File: src/rtl/lsu.sv
// rtl/lsu.sv - load/store unit: one word-bus transaction at a time, aligned
// and extended load data or an error pulse back to writeback
module lsu #(
  parameter int MEM_TIMEOUT = 0
) (
  input  logic        clk,
  input  logic        rst_n,
  input  logic        req_valid,
  output logic        req_ready,
  input  logic        req_write,
  input  logic [1:0]  req_size,
  input  logic        req_unsigned,
  input  logic [31:0] req_addr,
  input  logic [31:0] req_wdata,
  output logic        resp_valid,
  output logic [31:0] resp_data,
  output logic        resp_err,
  output logic        mem_valid,
  input  logic        mem_ready,
  output logic [31:0] mem_addr,
  output logic        mem_write,
  output logic [3:0]  mem_wstrb,
  output logic [31:0] mem_wdata,
  input  logic        mem_rvalid,
  input  logic [31:0] mem_rdata
);

  typedef enum logic [2:0] {S_IDLE, S_REQ, S_WAIT, S_DONE, S_ERR} state_e;

  localparam logic [31:0] TIMEOUT = 32'(MEM_TIMEOUT);

  state_e      state_q, state_d;
  logic [31:0] addr_q, wdata_q, data_q, data_d, cnt_q, cnt_d;
  logic [1:0]  size_q;
  logic        write_q, unsigned_q;
  logic        accept, misaligned, timeout_hit;

  function automatic logic [31:0] extract(input logic [31:0] rd, input logic [1:0] o,
                                          input logic [1:0] sz, input logic uns);
    logic [31:0] s;
    s = rd >> {o, 3'b000};
    case (sz)
      2'd0:    extract = {{24{~uns & s[7]}}, s[7:0]};
      2'd1:    extract = {{16{~uns & s[15]}}, s[15:0]};
      default: extract = rd;
    endcase
  endfunction

  assign accept     = req_valid && (state_q == S_IDLE);
  assign misaligned = (req_size == 2'd3) ||
                      (req_size == 2'd1 && req_addr[0]) ||
                      (req_size == 2'd2 && req_addr[1:0] != 2'b00);
  // Completion in the same cycle always wins over the timeout.
  assign timeout_hit = (TIMEOUT != 32'd0) && ((cnt_q + 32'd1) >= TIMEOUT);

  always_comb begin
    state_d = state_q;
    cnt_d   = cnt_q;
    data_d  = data_q;
    case (state_q)
      S_IDLE: begin
        cnt_d = 32'd0;
        if (accept) state_d = misaligned ? S_ERR : S_REQ;
      end
      S_REQ: begin
        cnt_d = cnt_q + 32'd1;
        if (mem_ready) begin
          if (write_q) begin
            state_d = S_DONE;
          end else if (mem_rvalid) begin
            data_d  = extract(mem_rdata, addr_q[1:0], size_q, unsigned_q);
            state_d = S_DONE;
          end else begin
            state_d = S_WAIT;
          end
        end else if (timeout_hit) begin
          state_d = S_ERR;
        end
      end
      S_WAIT: begin
        cnt_d = cnt_q + 32'd1;
        if (mem_rvalid) begin
          data_d  = extract(mem_rdata, addr_q[1:0], size_q, unsigned_q);
          state_d = S_DONE;
        end else if (timeout_hit) begin
          state_d = S_ERR;
        end
      end
      S_DONE:  state_d = S_IDLE;
      S_ERR:   state_d = S_IDLE;
      default: state_d = S_IDLE;
    endcase
  end

  always_ff @(posedge clk or negedge rst_n) begin
    if (!rst_n) begin
      state_q    <= S_IDLE;
      cnt_q      <= 32'd0;
      data_q     <= 32'd0;
      addr_q     <= 32'd0;
      wdata_q    <= 32'd0;
      size_q     <= 2'd0;
      write_q    <= 1'b0;
      unsigned_q <= 1'b0;
    end else begin
      state_q <= state_d;
      cnt_q   <= cnt_d;
      data_q  <= data_d;
      if (accept) begin
        addr_q     <= req_addr;
        wdata_q    <= req_wdata;
        size_q     <= req_size;
        write_q    <= req_write;
        unsigned_q <= req_unsigned;
        data_q     <= 32'd0;
      end
    end
  end

  // Bus fields are only driven while a request is on the bus.
  always_comb begin
    mem_valid = (state_q == S_REQ);
    mem_addr  = 32'd0;
    mem_write = 1'b0;
    mem_wstrb = 4'b0000;
    mem_wdata = 32'd0;
    if (mem_valid) begin
      mem_addr  = {addr_q[31:2], 2'b00};
      mem_write = write_q;
      if (write_q) begin
        case (size_q)
          2'd0: begin
            mem_wstrb = 4'b0001 << addr_q[1:0];
            mem_wdata = {4{wdata_q[7:0]}};
          end
          2'd1: begin
            mem_wstrb = 4'b0011 << addr_q[1:0];
            mem_wdata = {2{wdata_q[15:0]}};
          end
          default: begin
            mem_wstrb = 4'b1111;
            mem_wdata = wdata_q;
          end
        endcase
      end
    end
  end

  assign req_ready  = (state_q == S_IDLE);
  assign resp_valid = (state_q == S_DONE) || (state_q == S_ERR);
  assign resp_err   = (state_q == S_ERR);
  assign resp_data  = (state_q == S_DONE && !write_q) ? data_q : 32'd0;

endmodule

File: config.mk
export PLATFORM = sky130hd
export DESIGN_NAME = lsu
export DESIGN_NICKNAME = d
export VERILOG_FILES = /design/src/rtl/lsu.sv
export SDC_FILE = /design/constraint.sdc
export NUM_CORES = 1
export LEC_CHECK = 0
export CORE_ASPECT_RATIO = 1.2
export CORE_MARGIN = 1.5
export CORE_UTILIZATION = 48
export CTS_BUF_LIST = sky130_fd_sc_hd__clkbuf_16
export DETAILED_ROUTE_END_ITERATION = 16
export GPL_ROUTABILITY_DRIVEN = 1
export PLACE_DENSITY = 0.89
export RECOVER_POWER = 25
export SLEW_MARGIN = 15
export SYNTH_ARGS = -nofsm -noshare
export SYNTH_HDL_FRONTEND = slang
export SYNTH_SLANG_ARGS = --single-unit
File: constraint.sdc
create_clock -name clk -period 4.34 [get_ports clk]
set_input_delay 0.434 -clock clk [delete_from_list [all_inputs] [get_ports clk]]
set_output_delay 0.434 -clock clk [all_outputs]
set_load 0.01 [all_outputs]
; Word level (Yosys, flattened, before mapping)
; Cells that the tools add are included.
[op_classes]
bitwise_logic = 3
shifts = 3
n_reduce_logical = 14
mux = 22
eq_ne = 13
[op_table]
columns = operator, n
row1 = 32-bit 2-to-1 mux, 8
row2 = 32-bit case mux with 2 select lines, 3
row3 = 32-bit by 5-bit right shift with 16-bit output, 1
row4 = 3-bit 2-to-1 mux, 4
row5 = 3-bit case mux with 3 select lines, 1
row6 = 4-bit 2-to-1 mux, 2
row7 = 4-bit case mux with 2 select lines, 1
row8 = "3-bit by 2-bit equality test with 1-bit output, second input constant", 2
row9 = 3-bit AND reduction, 2
row10 = "2-bit by 1-bit equality test with 1-bit output, second input constant", 2
row11 = "2-bit equality test, second input constant", 2
row12 = 1-bit logical AND, 4
row13 = "2-bit by 1-bit != test with 1-bit output, second input constant", 2
row14 = "1-bit by 2-bit << shifter with 4-bit output, first input constant", 1
row15 = "2-bit by 2-bit << shifter with 4-bit output, first input constant", 1
row16 = "3-bit by 1-bit equality test with 1-bit output, second input constant", 1
row17 = "3-bit equality test, second input constant", 1
row18 = 3-bit zero test, 1
row19 = 1-bit logical OR, 3
row20 = 1-bit 2-to-1 mux, 3
row21 = "3-bit by 1-bit != test with 1-bit output, second input constant", 1
row22 = "3-bit by 2-bit != test with 1-bit output, second input constant", 1
row23 = 3-bit nonzero test, 1
row24 = 1-bit bitwise AND, 2
row25 = other kinds (5), 5
[word_totals]
output_inout_bits = 105
ff_bits = 103
elab_cells = 62

; Longest topological paths before layout
[logic_depth]
ltp_word = 8
mapped_depth = 7
mapped_depth_nobuf = 4

; Worst setup path before layout
; Ideal clock, no wire load.
[synth_path]
path_kind = register to output
from = reg state_q[0]
to = out mem_wdata[23]
required_ns = 3.906
arrival_time_ns = 1.568
setup_slack_ns = 2.338
stages_incl_launch_ff = 7
path_cell_list = dfrtp_1 buf_2 nor3b_1 nand2_1 buf_2 buf_2 nor2_1
[synth_via]
elab_chain_cells = 2
[synth_rtl]
columns = element, line
row1 = start: declaration, 32  ; state_e state_q, state_d;
row2 = start signal: assignment, 106  ; state_q <= state_d;
row3 = 3-bit by 1-bit equality test with 1-bit output, n/a
row4 = 32-bit 2-to-1 mux, 127  ; if (mem_valid) begin
row5 = end: declaration, 23  ; output logic [31:0] mem_wdata,
; Every way passes these cells.

; Final worst setup path
[layout_path]
from = reg state_q[0]
to = out mem_wdata[15]
; Same word-level chain as after synthesis.

==> key figures <==
Run status
  • Status: finished, violations left
  • Failing checks: max-capacitance violations, max-slew violations

Worst setup path
  • Worst setup SP type: flop
  • R2r setup slk: 1.70 ns
  • Levels on crit path: 4
  • Critical Path End: mem_wdata[15]
  • Worst path bufs/invs: 1
  • Crit path cell chain: nor3b_2, nand2_1, a21oi_1, clkdlybuf4s50_1
  • Slowest stage cell, crit path: clkdlybuf4s50_1
  • Reg2reg end: data_q[30]
  • Critical path fanouts, max: 29
  • Slowest cell delay on critical path: 0.61 ns
  • Worst setup path category: reg -> out
  • Worst Reg2Reg Path Length in Cells: 4
  • Top Family by Delay on Critical Path: simple AND/OR/NAND/NOR gates
  • Critical Path Sink Type: primary output
  • Reg-to-reg critical path startpoint: addr_q[0]
  • Required time worst endpoint: 3.91 ns
  • CP Data Arrival Time: 2.80 ns
  • CP Launch Point: state_q[0]

Finish
  • ANT cells: 0
  • Fillers: 818
  • Final net count: 796
  • P&R area growth vs syn: 42.0%
  • Layout cells sized above 1: 15.1%

Placed design
  • Setup WS pre-CTS: 1.42 ns
  • Final Wtd Congestion: 0.870
  • Port bufs: 207
  • HPWL after DPL: 11100 um

Timing
  • Pins Over Slew Limit: 106
  • Period minus WS final: 3.23 ns
  • Final period utilization: 74.5%
  • Setup ws final: 1.11 ns
  • Max_slew headroom: -31.9%
  • Worst Skew: 0.00923 ns
  • Setup violators final: 0
  • RSZ-0062 raised after global routing: no
  • Hold Vio Cnt, Final: 0
  • Fmax achieved: 309 MHz
  • Setup TNS: 0 ns
  • Actual slew at the worst max-slew pin: 1.98 ns

Global routing
  • GRT overflow: 0
  • Antenna violations before repair: 0
  • First-pass GRT wire length: 25000 um
  • Vias in the first global route: 4861
  • Total GRT Usage: 26.4%
  • Largest net degree at the start of global routing: 102

Clocking
  • CTS sink count: 103
  • Clk Latency, worst-skew pair: 0.35 ns
  • Clk root buf: clkbuf_16
  • CTS tree: done
  • Post-cts sizing count: 0
  • Clock transition at path regs: 0.07 ns
  • H-Tree Level Count: 3
  • Cts hold-fix bufs: 0
  • TritonCTS Buffers: 9
  • Postcts setup bufs: 0
  • CTS max path bufs: 2

Power
  • Switch share: 37.3%
  • Logic pwr share: 48.1%
  • Psw: 1900 uW
  • Power Internal: 3200 uW
  • Clock network power share: 14.7%
  • PD cells: 640 nW/um^2
  • Sequential power share: 37.3%
  • Lkg Pwr: 0.00337 uW
  • Maximum VDD drop: 0.381 mV

Min path
  • Hold Crit Class: reg -> reg

Route
  • Starting DRC count in detailed routing: 253
  • Vias per inst: 5.69
  • Routed length per instance: 18.6 um
  • Remaining antenna violation count: 0
  • Via count: 4855
  • Residual DRC: 0
  • 1st-pass router iterations: 7
  • Routed WL: 15900 um

Die
  • # rows: 43
  • Die Span Y: 121 um
  • Core area: 11500 um^2
  • Starting Density: 49.0%
  • Die area: 12400 um^2
  • Chip Width: 102 um
  • # IOs: 210

Synth
  • FF+latch count, synth: 103
  • Primary FF master, synth: dfrtp_1
  • Synthesized netlist cell count: 518
  • Synth warnings: 0
  • Sequential element share of the synthesized area: 45.9%
  • Number of synthesized flops with an enable pin: 0
  • Cell variety after synth: 42
  • Mapped cell area: 5610 um^2
  • Async SR Flop Fraction: 100%
  • Syn Area/Cell: 10.8 um^2

Job
  • Max cap viols: 2
[layer usage]
metal	GRT usage, %	share of wire, %
met2	43.5	50
met5	0	0
met4	10.9	2.8
met1	32.1	38
met3	7.78	9.9
[worst min-delay path by stage]
stage / startpoint / end / slack [ns] / cells after the start
after floorplan: rst_n / addr_q[0] / 0.14 / 0
after global placement: data_q[3] / data_q[3] / 0.48 / 2
after detailed placement: data_q[3] / data_q[3] / 0.48 / 2
after CTS: rst_n / wdata_q[2] / 0.23 / 1
after global routing: addr_q[22] / addr_q[22] / 0.52 / 1
final: data_q[3] / data_q[3] / 0.49 / 2
[worst reg2reg max path, delay by kind of cell, from the launching register on]
kind / cells / cell delay, ns
flip-flops: 1 / 1.02
AO/OA/AOI/OAI: 2 / 0.31
multiplexers: 1 / 0.43
AND/OR/NAND/NOR: 1 / 0.82
[synthesized netlist by cell type (4+ instances only)]
| library cell | n | area share, % |
|---|---|---|
| and3_1 | 25 | 2.8 |
| nor2_1 | 36 | 2.4 |
| dfrtp_1 | 103 | 46 |
| a21oi_1 | 22 | 2.0 |
| o22ai_1 | 7 | 0.78 |
| mux2i_1 | 25 | 4.5 |
| buf_6 | 4 | 0.80 |
| nand2b_1 | 4 | 0.45 |
| clkbuf_1 | 25 | 1.7 |
| a222oi_1 | 7 | 1.2 |
| nand2_1 | 20 | 1.3 |
| mux2_2 | 75 | 15 |
| nand3b_1 | 4 | 0.53 |
| and2_1 | 62 | 6.9 |
| inv_1 | 4 | 0.27 |
| nand3_1 | 8 | 0.71 |
| a311o_1 | 23 | 4.1 |
| o21ai_0 | 11 | 0.98 |
| a2bb2oi_1 | 7 | 1.1 |
| buf_2 | 16 | 1.4 |
[sequential cells by signal (all words and copies together), names as in the netlist]
signal,count
addr_q,32
data_q,32
wdata_q,32
state_q,3
size_q,2
unsigned_q,1
write_q,1
[cells by family after synthesis]
family / after synthesis / synth area share, %
simple gates: 172 / 17.6
compound gates: 87 / 11.9
flops: 103 / 45.9
buf+inv: 54 / 4.64
mux: 101 / 19.9
other cells: 1 / 0.0668
[metrics by stage]
step	instances	power (uW)	utilization, %	instance area, um^2	hold WS [ns]
floorplan	519	3390	-	5620	0.138
global placement	836	4230	67.1	7690	0.480
detailed placement	836	4350	67.1	7690	0.482
CTS	852	5110	69.4	7960	0.231
global route	853	5420	69.6	7970	0.520
finish	853	5100	69.6	7970	0.494
[power by group through the flow]
stage	Sequential, uW	Combinational (uW)	Clock, uW
2_1_floorplan	1630	1760	0
3_3_place_gp	1860	2370	0
3_5_place_dp	1910	2440	0
4_1_cts	1890	2460	760
5_1_grt	1970	2650	797
6_report	1900	2450	749
[cell type report]
| cell class | instances | area (um^2) | share of cell area [%] |
|---|---|---|---|
| clock buffers | 9 | 225 | 2.83 |
| clock inverters | 7 | 42.5 | 0.534 |
| inverters | 4 | 15.0 | 0.188 |
| multi-input cells | 362 | 2820 | 35.3 |
| flip-flops and latches | 103 | 2580 | 32.3 |
| well taps | 157 | 196 | 2.46 |
| repair buffers | 211 | 2100 | 26.3 |
[layout by cell type, fill, tap and decap left out, types with 8 or more instances in the layout]
master,n
dfrtp_1,102
clkbuf_16,9
mux2i_1,25
mux2_2,75
a21oi_1,22
clkdlybuf4s50_1,206
o21ai_0,11
and2_1,62
nor2_1,36
a311o_1,23
nand2_1,19
nand3_1,8
and3_1,25
(Power assumes the default switching activity.)
